==> src/rtl/control_unit.sv <==
`default_nettype none
// ============================================================================
// Module   : control_unit
// Desc     : Moore FSM sequencing fetch/decode/execute for the 8-bit computer.
//            Define CONTROL_COND_BRANCH_EN to add BEQ (0x23) and BCS (0x26).
// Revision : 1.0
// ============================================================================
module control_unit (
    input  logic       clk,
    input  logic       reset,
    input  logic [7:0] IR,
    input  logic [3:0] CCR_Result,
    output logic       IR_Load,
    output logic       MAR_Load,
    output logic       PC_Load,
    output logic       PC_Inc,
    output logic       A_Load,
    output logic       B_Load,
    output logic [2:0] ALU_Sel,
    output logic       CCR_Load,
    output logic [1:0] Bus1_Sel,
    output logic [1:0] Bus2_Sel,
    output logic       write
);

    localparam logic [4:0] S_FETCH_0    = 5'd0;
    localparam logic [4:0] S_FETCH_1    = 5'd1;
    localparam logic [4:0] S_FETCH_2    = 5'd2;
    localparam logic [4:0] S_DECODE_3   = 5'd3;
    localparam logic [4:0] S_OPND_4     = 5'd4;
    localparam logic [4:0] S_OPND_INC_5 = 5'd5;
    localparam logic [4:0] S_BR_WAIT_5  = 5'd6;
    localparam logic [4:0] S_BR_LOAD_6  = 5'd7;
    localparam logic [4:0] S_LDA_MEM    = 5'd8;
    localparam logic [4:0] S_LDB_MEM    = 5'd9;
    localparam logic [4:0] S_DIR_ADDR_6 = 5'd10;
    localparam logic [4:0] S_DIR_WAIT_7 = 5'd11;
    localparam logic [4:0] S_STA_7      = 5'd12;
    localparam logic [4:0] S_STB_7      = 5'd13;
    localparam logic [4:0] S_ADD_4      = 5'd14;
    localparam logic [4:0] S_SUB_4      = 5'd15;
`ifdef CONTROL_COND_BRANCH_EN
    localparam logic [4:0] S_SKIP_4     = 5'd16;
`endif

    localparam logic [7:0] OP_LDA_IMM = 8'h86;
    localparam logic [7:0] OP_LDA_DIR = 8'h87;
    localparam logic [7:0] OP_LDB_IMM = 8'h88;
    localparam logic [7:0] OP_LDB_DIR = 8'h89;
    localparam logic [7:0] OP_STA_DIR = 8'h96;
    localparam logic [7:0] OP_STB_DIR = 8'h97;
    localparam logic [7:0] OP_ADD_AB  = 8'h42;
    localparam logic [7:0] OP_SUB_AB  = 8'h43;
    localparam logic [7:0] OP_BRA     = 8'h20;
`ifdef CONTROL_COND_BRANCH_EN
    localparam logic [7:0] OP_BEQ     = 8'h23;
    localparam logic [7:0] OP_BCS     = 8'h26;
`endif

    localparam logic [1:0] BUS1_PC   = 2'b00;
    localparam logic [1:0] BUS1_A    = 2'b01;
    localparam logic [1:0] BUS1_B    = 2'b10;
    localparam logic [1:0] BUS2_ALU  = 2'b00;
    localparam logic [1:0] BUS2_BUS1 = 2'b01;
    localparam logic [1:0] BUS2_MEM  = 2'b10;
    localparam logic [2:0] ALU_ADD   = 3'b000;
    localparam logic [2:0] ALU_SUB   = 3'b001;

    logic [4:0] r_state;
    logic [4:0] w_next_state;
    logic       w_is_branch;
    logic       w_unused_ccr;

    assign w_unused_ccr = ^CCR_Result;

`ifdef CONTROL_COND_BRANCH_EN
    assign w_is_branch = (IR == OP_BRA) || (IR == OP_BEQ) || (IR == OP_BCS);
`else
    assign w_is_branch = (IR == OP_BRA);
`endif

    always_ff @(posedge clk or negedge reset) begin
        if (!reset) begin
            r_state <= S_FETCH_0;
        end else begin
            r_state <= w_next_state;
        end
    end

    // Exec paths share operand states; IR is held until the next fetch so it
    // steers the later branches of the sequence.
    always_comb begin
        w_next_state = S_FETCH_0;
        case (r_state)
            S_FETCH_0:  w_next_state = S_FETCH_1;
            S_FETCH_1:  w_next_state = S_FETCH_2;
            S_FETCH_2:  w_next_state = S_DECODE_3;
            S_DECODE_3: begin
                case (IR)
                    OP_LDA_IMM, OP_LDB_IMM, OP_LDA_DIR, OP_LDB_DIR,
                    OP_STA_DIR, OP_STB_DIR, OP_BRA: w_next_state = S_OPND_4;
                    OP_ADD_AB:  w_next_state = S_ADD_4;
                    OP_SUB_AB:  w_next_state = S_SUB_4;
`ifdef CONTROL_COND_BRANCH_EN
                    // CCR only loads in ADD/SUB exec, so decode sees the exec-4 flags.
                    OP_BEQ:     w_next_state = CCR_Result[2] ? S_OPND_4 : S_SKIP_4;
                    OP_BCS:     w_next_state = CCR_Result[0] ? S_OPND_4 : S_SKIP_4;
`endif
                    default:    w_next_state = S_FETCH_0;
                endcase
            end
            S_OPND_4:     w_next_state = w_is_branch ? S_BR_WAIT_5 : S_OPND_INC_5;
            S_BR_WAIT_5:  w_next_state = S_BR_LOAD_6;
            S_OPND_INC_5: begin
                case (IR)
                    OP_LDA_IMM: w_next_state = S_LDA_MEM;
                    OP_LDB_IMM: w_next_state = S_LDB_MEM;
                    default:    w_next_state = S_DIR_ADDR_6;
                endcase
            end
            S_DIR_ADDR_6: begin
                case (IR)
                    OP_STA_DIR: w_next_state = S_STA_7;
                    OP_STB_DIR: w_next_state = S_STB_7;
                    default:    w_next_state = S_DIR_WAIT_7;
                endcase
            end
            S_DIR_WAIT_7: w_next_state = (IR == OP_LDA_DIR) ? S_LDA_MEM : S_LDB_MEM;
            default:      w_next_state = S_FETCH_0;
        endcase
    end

    always_comb begin
        IR_Load  = 1'b0;
        MAR_Load = 1'b0;
        PC_Load  = 1'b0;
        PC_Inc   = 1'b0;
        A_Load   = 1'b0;
        B_Load   = 1'b0;
        ALU_Sel  = ALU_ADD;
        CCR_Load = 1'b0;
        Bus1_Sel = BUS1_PC;
        Bus2_Sel = BUS2_ALU;
        write    = 1'b0;
        if (reset) begin
            case (r_state)
                S_FETCH_0, S_OPND_4: begin
                    Bus1_Sel = BUS1_PC;
                    Bus2_Sel = BUS2_BUS1;
                    MAR_Load = 1'b1;
                end
`ifdef CONTROL_COND_BRANCH_EN
                S_SKIP_4,
`endif
                S_FETCH_1, S_OPND_INC_5: PC_Inc = 1'b1;
                S_FETCH_2: begin
                    Bus2_Sel = BUS2_MEM;
                    IR_Load  = 1'b1;
                end
                S_BR_LOAD_6: begin
                    Bus2_Sel = BUS2_MEM;
                    PC_Load  = 1'b1;
                end
                S_LDA_MEM: begin
                    Bus2_Sel = BUS2_MEM;
                    A_Load   = 1'b1;
                end
                S_LDB_MEM: begin
                    Bus2_Sel = BUS2_MEM;
                    B_Load   = 1'b1;
                end
                S_DIR_ADDR_6: begin
                    Bus2_Sel = BUS2_MEM;
                    MAR_Load = 1'b1;
                end
                S_STA_7: begin
                    Bus1_Sel = BUS1_A;
                    write    = 1'b1;
                end
                S_STB_7: begin
                    Bus1_Sel = BUS1_B;
                    write    = 1'b1;
                end
                S_ADD_4, S_SUB_4: begin
                    Bus1_Sel = BUS1_B;
                    Bus2_Sel = BUS2_ALU;
                    ALU_Sel  = (r_state == S_SUB_4) ? ALU_SUB : ALU_ADD;
                    A_Load   = 1'b1;
                    CCR_Load = 1'b1;
                end
                default: ;
            endcase
        end
    end

endmodule
`default_nettype wire

==> config.mk <==
export PLATFORM = sky130hd
export DESIGN_NAME = control_unit
export DESIGN_NICKNAME = d
export VERILOG_FILES = /design/src/rtl/control_unit.sv
export SDC_FILE = /design/constraint.sdc
export NUM_CORES = 1
export LEC_CHECK = 0
export BUFFER_PORTS_ARGS = -buffer_cell sky130_fd_sc_hd__buf_2
export CORE_AREA = 2 2 39 41
export CTS_BUF_LIST = sky130_fd_sc_hd__clkbuf_8
export CTS_CLUSTER_DIAMETER = 150
export CTS_CLUSTER_SIZE = 24
export DETAILED_ROUTE_END_ITERATION = 10
export DIE_AREA = 0 0 41 43
export GPL_ROUTABILITY_DRIVEN = 0
export PLACE_DENSITY_LB_ADDON = 0.2
export REMOVE_ABC_BUFFERS = 1
export SLEW_MARGIN = 10
export SYNTH_ARGS = -nofsm -noshare
export SYNTH_HDL_FRONTEND = slang
export SYNTH_SLANG_ARGS = --single-unit
export TNS_END_PERCENT = 20
==> constraint.sdc <==
create_clock -name clk -period 1.7 [get_ports clk]
set_input_delay 0.255 -clock clk [delete_from_list [all_inputs] [get_ports clk]]
set_output_delay 0.255 -clock clk [all_outputs]
set_load 0.01 [all_outputs]
======== Yosys cells after proc, flatten, opt, wreduce, memory -nomap -nowiden ========
Index checks and enable logic that the tools add are counted.
operators by class
  equality and inequality tests ........... 24
  multiplexer cells ....................... 29
  reduce and logical (&&, ||, !) cells .... 10
operators by type and width
  cell                count
  $eq 8x8->1 const B  6
  $eq 5x4->1 const B  8
  $pmux 4 s9          1
  $eq 5x3->1 const B  4
  $mux 1              20
  $eq 8x7->1 const B  2
  $pmux 2 s2          3
  $pmux 4 s3          1
  $eq 5x2->1 const B  2
  $reduce_or 3->1     3
  $eq 8x6->1 const B  1
  $reduce_or 2->1     4
  $reduce_or 7->1     1
  $mux 2              3
  $pmux 3 s2          1
  $eq 5x1->1 const B  1
  $logic_not 5->1     1
  $reduce_or 5->1     1
word-level totals
  register bits ........................... 5
  output and inout bits ................... 15
  word-level logic and storage cells ...... 64

======== Logic depth before layout (Yosys ltp) ========
Gate-level depths: netlist of run 1.
  depth in word-level cells ............... 4
  mapped depth ............................ 5

======== Worst setup path before layout of run 1 ========
OpenSTA, ideal clock, no wires.
  kind .................................... register -> output
  start point ............................. reg r_state[1]
  end point ............................... out A_Load
  arrival time ............................ 0.988 ns
  setup slack ............................. 0.457 ns
  stages on the path, launching flop included .. 5
  path buffers ............................ 1
  path through ............................ dfrtp_1 > clkbuf_1 > nor3_1 > a21oi_1 > nor2_1
on the way
  longest elaborated chain between the ends .. 4
  elaborated cells on any way between the ends .. 6
  those cells by class .................... eq/ne: 3; mux: 2; reduce/logical: 1
RTL lines
  what                           line  text
  from (decl)                    69    logic [4:0] r_state;
  from (signal assigned)         86    r_state <= w_next_state;
  $eq 5x4->1                     146   case (r_state)
  $reduce_or 3->1 (no line) (*)  n/a
  $mux 1 (*)                     146
  $mux 1 (*)                     145   if (reset) begin
  to (decl)                      17    output logic A_Load,
Mark *: on every way between the ends. The rest lies on a longest branch, timed or not.

======== Worst setup path in the final report of run 1 ========
  start point ............................. reg r_state[2]
  end point ............................... out IR_Load
on the way
  longest elaborated chain between the ends .. 3
RTL lines
  what        line  text
  $eq 5x2->1  146
  $mux 1      146
  $mux 1      145
  to (decl)   13    output logic IR_Load,
No other way between the ends.

==> impl_metrics.py, run 1 <==
metrics = {
    "clock_network": {
        "clock-sinks": 4,
        "htree_levels": 1,
        "cts_buffers": 3,
        "cts_tree": "done",
        "cts_root_buffer": "clkbuf_8",
        "clk_path_buf_depth": 2,
        "insertion_delay_ps": 210,
        "path_clk_slew_ps": 30,
    },
    "yosys": {
        "synth_cell_type_count": 34,
        "yosysWarnings": 0,
        "synth-edff-count": 0,
        "synth_most_common_cell": "nor2_1",
        "synth_area_sq_um": 578.1,
        "synth.top_cell.area_share_pct": 17.32,
        "async_reset_ff_share_pct": 100.0,
        "synth_top_area_cell": "dfrtp_1",
        "netlist_top_cells_area": "dfrtp_1 17%, o21ai_0 6.9%, nor2_1 6.5%, a21oi_1 6.1%, nor3_1 6.1%",
        "ys_seq_area_share_pct": 17.32,
        "ys.flop_type": "dfrtp_1",
        "synth.top_cells.by_count": "10 x nor2_1, 8 x o21ai_0, 7 x a21oi_1, 7 x nor3_1",
        "synth-seq-cells": 4,
        "synth.avg_cell_area_sq_um": 7.049,
        "synth_cells": 82,
    },
    "route": {
        "ant_nets": 0,
        "drc": 0,
        "routed_via_density": 5.754,
        "wl_per_cell_um": 13.24,
        "drt_iter0_markers": 6,
        "wl_um": 1615,
        "first_pass_iters": 4,
        "vias": 702,
    },
    "floorplanning": {
        "die_x_um": 41,
        "fp-row-count": 14,
        "core_area_sq_um": 1384,
        "initial_core_util_pct": 41.77,
        "pin_count": 29,
        "die_area_sq_um": 1763,
        "die-height_um": 43,
    },
    "critical_path": {
        "critical_path_buf_inv_count": 1,
        "r2r_end": "r_state[0]",
        "required_ps": 1440,
        "start_kind": "flip-flop",
        "critPathMaxStageDelay_ps": 480,
        "worstSetupEndpointType": "primary output",
        "critPathTopFamily": "simple AND/OR/NAND/NOR gates",
        "regToRegStartpoint": "r_state[2]",
        "crit_fanout": 13,
        "worstPathCellList": "or3b_1 > nor2_1 > buf_2",
        "r2r_slack_ps": 240,
        "rr_worst_depth": 4,
        "cp_slowest_cell": "dfrtp_2",
        "crit_arrival_ps": 1360,
        "worst-setup-path-type": "reg2out",
    },
    "sta": {
        "fin_crit_sh_pct": 94.94,
        "setup_viol": 0,
        "hold_viol_final": 0,
        "min_period_ps": 1614,
        "rsz0062_at_grt": "no",
        "drv_slew": 0,
        "fin_tns_setup_ps": 0,
        "fin_skew_ps": 2.410,
        "max_freq_mhz": 619.6,
    },
    "worst_hold_path": {
        "hold_path_depth": 3,
        "min-delay-start": "IR[0]",
        "hp-class": "in2reg",
        "hold_end": "r_state[0]",
    },
    "power": {
        "seq_power_share_pct": 23.9,
        "switching_share_pct": 43.88,
        "power_w": 0.0007830,
        "p_switching_w": 0.0003436,
        "power_frac_comb_pct": 51.4,
        "vdd_drop_max_uv": 622.2,
        "p_leak_nw": 0.3326,
        "clkPwrFrac_pct": 24.7,
        "intPower_w": 0.0004394,
        "p_per_area_nw_per_um2": 1046,
    },
    "run_status": {
        "status": "finished clean",
    },
    "final_layout": {
        "top_register": "r_state",
        "nFillCells": 147,
        "fin_nets": 122,
        "diodes": 0,
        "top_regs": "r_state: 4 flops",
        "largest_register_ffs": 4,
        "synthToLayoutAreaGrowth_pct": 29.44,
        "final-seq-area_sq_um": 102.6,
        "multiInputGateArea_sq_um": 430.4,
        "layout-drive-gt1-share_pct": 36.79,
    },
    "global_routing": {
        "grt_start_max_net_pins": 14,
        "grt_antenna_before_repair": 0,
        "grt_usage_pct": 20.36,
        "grt_overflow": 0,
        "grt_pass1_wl_um": 2546,
        "grt_pass1_vias": 576,
    },
    "flow_run": {
        "drv_cap": 0,
    },
    "place": {
        "portBuffers": 22,
        "hpwl_um": 1245,
    },
}
-- final cells by class --
type / instances / area share [%]
clock buffer: 3 / 5.518
tap: 16 / 2.676
inverter: 3 / 1.505
timing repair buffer: 26 / 19.06
multi-input combinational: 70 / 57.53
sequential: 4 / 13.71
-- worst register-to-register path, cell delays in order (launching register included) --
cell and delay, ps:
dfrtp_2 480, or3b_1 420, a31oi_1 250, o21ai_0 130, nand4_1 100
-- per-stage QoR --
stage | util (%) | std cells | worst slack [ps] | instance area [sq um] | hold WS, ps
detailed placement | 49.82 | 118 | 201.0 | 689.4 | 97.28
global route | 54.07 | 122 | 16.87 | 748.2 | 436.3
floorplan | - | 77 | 356.7 | 536.8 | -40.59
global placement | 49.82 | 118 | 231.1 | 689.4 | 94.50
CTS | 53.62 | 122 | 23.78 | 742.0 | 391.6
finish | 54.07 | 122 | 86.07 | 748.2 | 403.4
-- cells in the final DEF, fill, tap and decap left out, types with 2 or more instances in the layout --
cell      count
nor2_1        9
a21oi_1       7
conb_1        2
dfrtp_1       2
buf_2        22
buf_4         3
dfrtp_2       2
o21ai_0       8
nor3_1        7
nor4_1        3
clkbuf_8      3
nand3b_1      2
nand2b_1      2
nand3_1       3
nand2_1       3
nor2b_1       2
and3_1        2
inv_1         3
nand4_1       2
-- how the worst max path moves through the flow --
stage	startpoint	to	slack, ps	cells past startpoint
2_1_floorplan	r_state[1]	IR_Load	360	2
3_3_place_gp	r_state[1]	r_state[0]	230	4
3_5_place_dp	r_state[2]	Bus2_Sel[1]	200	5
4_1_cts	r_state[1]	IR_Load	20	3
5_1_grt	r_state[2]	Bus2_Sel[1]	20	5
6_report	r_state[2]	IR_Load	90	3
-- logic make-up (layout without fill, tap and decap cells) --
| family | after synthesis | after routing | share of synthesized area, % |
|---|---|---|---|
| flops | 4 | 4 | 17.32 |
| other cells | 1 | 2 | 0.6487 |
| compound gates | 21 | 21 | 22.95 |
| simple gates | 47 | 47 | 49.35 |
| buf+inv | 9 | 32 | 9.740 |
-- metal layers --
layer	vias to the layer above	share of wire, %	track usage (%)
li1	356	-	-
met1	306	46	26.71
met2	35	45	32.81
met3	5	6.4	4.712
met4	0	2.2	4.000
met5	-	0	0
-- power by group through the flow --
stage | Clock (W) | Combinational [W] | Sequential [W]
3_5_place_dp | 0 | 0.000392 | 0.000183
3_3_place_gp | 0 | 0.000385 | 0.000182
4_1_cts | 0.000198 | 0.000396 | 0.000183
2_1_floorplan | 0 | 0.000240 | 0.000179
6_report | 0.000194 | 0.000403 | 0.000187
5_1_grt | 0.000208 | 0.000444 | 0.000192
-- repair_timing --
action / 4_1_cts / 5_1_grt
setup endpoints to repair: 1 / 3
resized for setup: 1 / 3
buffers inserted: 0 / 0
endpoints found under the hold margin: 4 / 0
hold buffers: 1 / 0
Note: power is estimated with default switching activity, not from simulation.
==> run 2, diff against run 1 <==
--- a/config.mk
+++ b/config.mk
@@ -15,7 +15,7 @@
 export GPL_ROUTABILITY_DRIVEN = 0
 export PLACE_DENSITY_LB_ADDON = 0.2
 export REMOVE_ABC_BUFFERS = 1
-export SLEW_MARGIN = 10
+export SLEW_MARGIN = 20
 export SYNTH_ARGS = -nofsm -noshare
 export SYNTH_HDL_FRONTEND = slang
 export SYNTH_SLANG_ARGS = --single-unit
==> constraint.sdc (replaced) <==
create_clock -name clk -period 1.7 [get_ports clk]
set_input_delay 0 -clock clk [delete_from_list [all_inputs] [get_ports clk]]
set_output_delay 0 -clock clk [all_outputs]
set_load 0.01 [all_outputs]
==> impl_metrics.py, run 2 (synthesis results as in run 1) <==
metrics = {
    "run_status": {
        "status": "finished clean",
    },
    "global_routing": {
        "grt_antenna_before_repair": 0,
        "grt_pass1_vias": 595,
        "grt_pass1_wl_um": 2463,
        "grt_start_max_net_pins": 14,
        "grt_overflow": 0,
        "grt_usage_pct": 20.16,
    },
    "floorplanning": {
        "fp-row-count": 14,
        "pin_count": 29,
        "initial_core_util_pct": 41.77,
        "die_x_um": 41,
        "die_area_sq_um": 1763,
        "die-height_um": 43,
        "core_area_sq_um": 1384,
    },
    "route": {
        "vias": 711,
        "first_pass_iters": 4,
        "drt_iter0_markers": 18,
        "ant_nets": 0,
        "routed_via_density": 5.780,
        "wl_per_cell_um": 12.46,
        "wl_um": 1533,
        "drc": 0,
    },
    "final_layout": {
        "top_regs": "r_state: 4 flops",
        "diodes": 0,
        "fin_area_sq_um": 748.2,
        "layout-drive-gt1-share_pct": 33.64,
        "stdcell_count": 123,
        "layout_common_cells": "22 x buf_2, 10 x nor2_1, 8 x o21ai_0",
        "final_common_cell": "buf_2",
        "largest_register_ffs": 4,
        "top_register": "r_state",
        "synthToLayoutAreaGrowth_pct": 29.44,
        "fin_nets": 123,
    },
    "sta": {
        "fin_tns_setup_ps": 0,
        "timing.final.ws_setup_ps": 249.2,
        "rsz0062_at_grt": "no",
        "fin_crit_sh_pct": 85.34,
        "drv_slew": 0,
        "hold_viol_final": 0,
        "min_period_ps": 1451,
        "max_freq_mhz": 689.3,
        "hold_slack_ps": 150.9,
        "setup_viol": 0,
        "fin_skew_ps": 2.319,
    },
    "critical_path": {
        "worstSetupStartpoint": "r_state[1]",
        "start_kind": "flip-flop",
        "worst-setup-path-type": "reg2out",
        "worstSetupEndpointType": "primary output",
        "crit_arrival_ps": 1450,
        "crit_fanout": 10,
        "regToRegStartpoint": "r_state[2]",
        "path_common_cell": "buf_4",
        "critPathMaxStageDelay_ps": 430,
        "required_ps": 1700,
        "cp_slowest_cell": "dfrtp_1",
        "worstPathCellList": "buf_4 > nand2b_1 > buf_4 > nor3_1 > buf_2",
    },
    "clock_network": {
        "clk_path_buf_depth": 2,
        "cts_buffers": 3,
        "clock-sinks": 4,
        "cts_setup_buffers": 0,
        "cts_tree": "done",
        "insertion_delay_ps": 210,
        "cts_resized": 0,
        "htree_levels": 1,
        "cts_root_buffer": "clkbuf_8",
        "path_clk_slew_ps": 30,
        "cts_hold_buf": 1,
    },
    "power": {
        "intPower_w": 0.0004511,
        "vdd_drop_max_uv": 585.1,
        "clkPwrFrac_pct": 24.5,
        "switching_share_pct": 42.62,
        "p_per_area_nw_per_um2": 1051,
        "seq_power_share_pct": 21.3,
        "power_frac_comb_pct": 54.3,
        "p_leak_nw": 0.3402,
        "p_switching_w": 0.0003350,
    },
    "worst_hold_path": {
        "hp-class": "in2reg",
        "min-delay-start": "IR[7]",
    },
    "place": {
        "portBuffers": 22,
        "postPlaceCellArea_sq_um": 696.9,
        "place_inst": 119,
        "hpwl_um": 1203,
        "place_ws_ps": 328.4,
    },
    "flow_run": {
        "drv_cap": 0,
    },
}
run 2: cell types whose count changed in the layout (fill, tap and decap cells not counted), sizes merged:
cell and delta:
buf +1
run 2: metrics by stage:
step	power, W	utilization, %
finish	0.0007861	54.07
detailed placement	0.0005912	50.36
CTS	0.0007931	54.07
global placement	0.0005858	50.36
global route	0.0008546	54.07
floorplan	0.0004186	-
run 2: critical path, delay by kind of cell, from the launching register on:
kind | cells | cell delay (ps)
flip-flops | 1 | 430
AND/OR/NAND/NOR | 2 | 290
buffers and inverters | 3 | 510
run 2: final timing paths:
check	end	cells after the start	slack (ps)
worst max-delay path	B_Load	5	250
max in group asynchronous	r_state[1]	2	1380
worst max register to register	r_state[0]	4	300
worst min register to register	r_state[2]	2	760
min in group asynchronous	r_state[2]	2	160
worst min-delay path	r_state[1]	4	150
run 2: area by class of cell:
cell class,instances,area [sq um]
fill,151,635.6
multi-input combinational,70,425.4
timing repair buffer,27,150.1
sequential,4,100.1
clock buffer,3,41.29
tap,16,20.02
inverter,3,11.26
run 2: per-layer routing:
metal / vias to the layer above / share of wire (%) / GRT usage, %
met3: 0 / 7.8 / 6.806
met1: 322 / 44 / 25.73
met2: 36 / 49 / 31.87
met4: 0 / 0 / 4.000
met5: - / 0 / 0
li1: 353 / - / -
run 2: power groups by stage:
stage	sequential, W	combinational, W	clock, W
finish	0.000167	0.000427	0.000192
CTS	0.000166	0.000427	0.000200
detailed placement	0.000167	0.000424	0
global route	0.000170	0.000478	0.000206
floorplan	0.000179	0.000240	0
global placement	0.000166	0.000420	0
==> run 3, diff against run 2 <==
--- a/config.mk
+++ b/config.mk
@@ -14,6 +14,7 @@
 export DIE_AREA = 0 0 41 43
 export GPL_ROUTABILITY_DRIVEN = 0
 export PLACE_DENSITY_LB_ADDON = 0.2
+export RECOVER_POWER = 50
 export REMOVE_ABC_BUFFERS = 1
 export SLEW_MARGIN = 20
 export SYNTH_ARGS = -nofsm -noshare
==> impl_metrics.py, run 3 (synthesis results as in run 1) <==
metrics = {
    "floorplanning": {
        "pin_count": 29,
        "core_area_sq_um": 1384,
        "initial_core_util_pct": 41.77,
        "die_x_um": 41,
        "fp-row-count": 14,
        "die-height_um": 43,
        "die_area_sq_um": 1763,
    },
    "global_routing": {
        "grt_usage_pct": 20.16,
        "grt_pass1_vias": 595,
        "grt_pass1_wl_um": 2463,
        "grt_start_max_net_pins": 14,
        "grt_antenna_before_repair": 0,
        "gr-usage-met2_pct": 31.87,
        "use_met1_pct": 25.73,
        "grt_overflow": 0,
        "met3_usage_pct": 6.806,
        "top_usage_layer": "met2",
    },
    "clock_network": {
        "clock-sinks": 4,
        "cts_root_buffer": "clkbuf_8",
        "clk_path_buf_depth": 2,
        "cts_buffers": 3,
        "path_clk_slew_ps": 30,
        "htree_levels": 1,
        "insertion_delay_ps": 210,
        "cts_tree": "done",
    },
    "critical_path": {
        "start_kind": "flip-flop",
        "crit_arrival_ps": 1460,
        "crit_fanout": 6,
        "critPathMaxStageDelay_ps": 420,
        "worstPathCellList": "clkbuf_1 > nand2b_1 > buf_4 > nor3_1 > buf_2",
        "cp_slowest_cell": "dfrtp_1",
        "worst-setup-path-type": "reg2out",
        "worstSetupEndpointType": "primary output",
        "required_ps": 1700,
    },
    "final_layout": {
        "post-route-util_pct": 53.35,
        "layout_common_cells": "17 x buf_2, 10 x nor2_1, 8 x o21ai_0",
        "layout-drive-gt1-share_pct": 28.04,
        "nFillCells": 156,
        "final_common_cell": "buf_2",
        "largest_register_ffs": 4,
        "top_register": "r_state",
        "fin_nets": 123,
        "multiInputGateArea_sq_um": 425.4,
        "top_regs": "r_state: 4 flops",
        "diodes": 0,
        "stdcell_count": 123,
        "final-seq-area_sq_um": 100.1,
        "synthToLayoutAreaGrowth_pct": 27.71,
    },
    "route": {
        "first_pass_iters": 4,
        "wl_per_cell_um": 12.51,
        "routed_via_density": 5.764,
        "vias": 709,
        "drt_iter0_markers": 19,
        "drc": 0,
        "wl_um": 1539,
        "ant_nets": 0,
    },
    "sta": {
        "max_freq_mhz": 686.2,
        "hold_viol_final": 0,
        "min_period_ps": 1457,
        "fin_crit_sh_pct": 85.73,
        "fin_skew_ps": 2.346,
        "setup_viol": 0,
        "drv_slew": 0,
        "fin_tns_setup_ps": 0,
        "rsz0062_at_grt": "no",
    },
    "power": {
        "power_w": 0.0007777,
        "vdd_drop_max_uv": 583.1,
        "p_per_area_nw_per_um2": 1054,
        "p_leak_nw": 0.3166,
    },
    "place": {
        "portBuffers": 22,
        "place_inst": 119,
        "hpwl_um": 1203,
    },
    "worst_hold_path": {
        "hp-class": "in2reg",
    },
    "flow_run": {
        "drv_cap": 0,
    },
    "run_status": {
        "status": "finished clean",
    },
}
-- run 3: timing repair --
| action | 4_1_cts | 5_1_grt |
|---|---|---|
| buffers inserted | 0 | 0 |
| hold buffers | 1 | 0 |
| resized for setup | 0 | 0 |
| endpoints found under the hold margin | 4 | 0 |
-- run 3: through the flow --
step / worst slack, ps / hold slack [ps] / instance area [sq um]
after detailed placement: 328.4 / -157.8 / 696.9
after floorplan: 418.7 / -295.6 / 536.8
final: 242.6 / 152.9 / 738.2
after global routing: 68.69 / 160.4 / 738.2
after CTS: 252.3 / 141.4 / 748.2
after global placement: 305.8 / -159.0 / 696.9
-- run 3: routing by layer --
| layer | vias up | routed length (um) | part of all wire [%] |
|---|---|---|---|
| li1 | 352 | - | - |
| met4 | 0 | 0 | 0 |
| met1 | 320 | 665 | 43 |
| met2 | 37 | 751 | 49 |
| met5 | - | 0 | 0 |
| met3 | 0 | 122 | 7.9 |
-- run 3: final cells by class --
class | instances | share of cell area (%)
Multi-Input combinational cell | 70 | 57.63
Inverter | 3 | 1.525
Sequential cell | 4 | 13.56
Timing Repair Buffer | 27 | 18.98
Tap cell | 16 | 2.712
Clock buffer | 3 | 5.593
-- run 3: path summary, 6_finish.rpt --
path,start,endpoint,slack [ps],cells after the start
worst max-delay path,r_state[0],B_Load,240,5
worst min-delay path,IR[7],r_state[1],150,4
worst max register to register,r_state[2],r_state[0],310,4
worst min register to register,r_state[2],r_state[2],750,2
max in group asynchronous,reset,r_state[1],1190,2
min in group asynchronous,reset,r_state[2],230,2
-- run 3: critical path, delay by kind of cell, from the launching register on --
kind	cells	cell delay, ps
simple gates	2	250
flops	1	420
buf+inv	3	570
-- run 3: power by group --
group | total [W] | internal, W | switching [W]
clock network | 0.000192 | 0.000150 | 0.0000420
logic | 0.000419 | 0.000169 | 0.000250
registers | 0.000166 | 0.000122 | 0.0000442
total | 0.000778 | 0.000441 | 0.000336
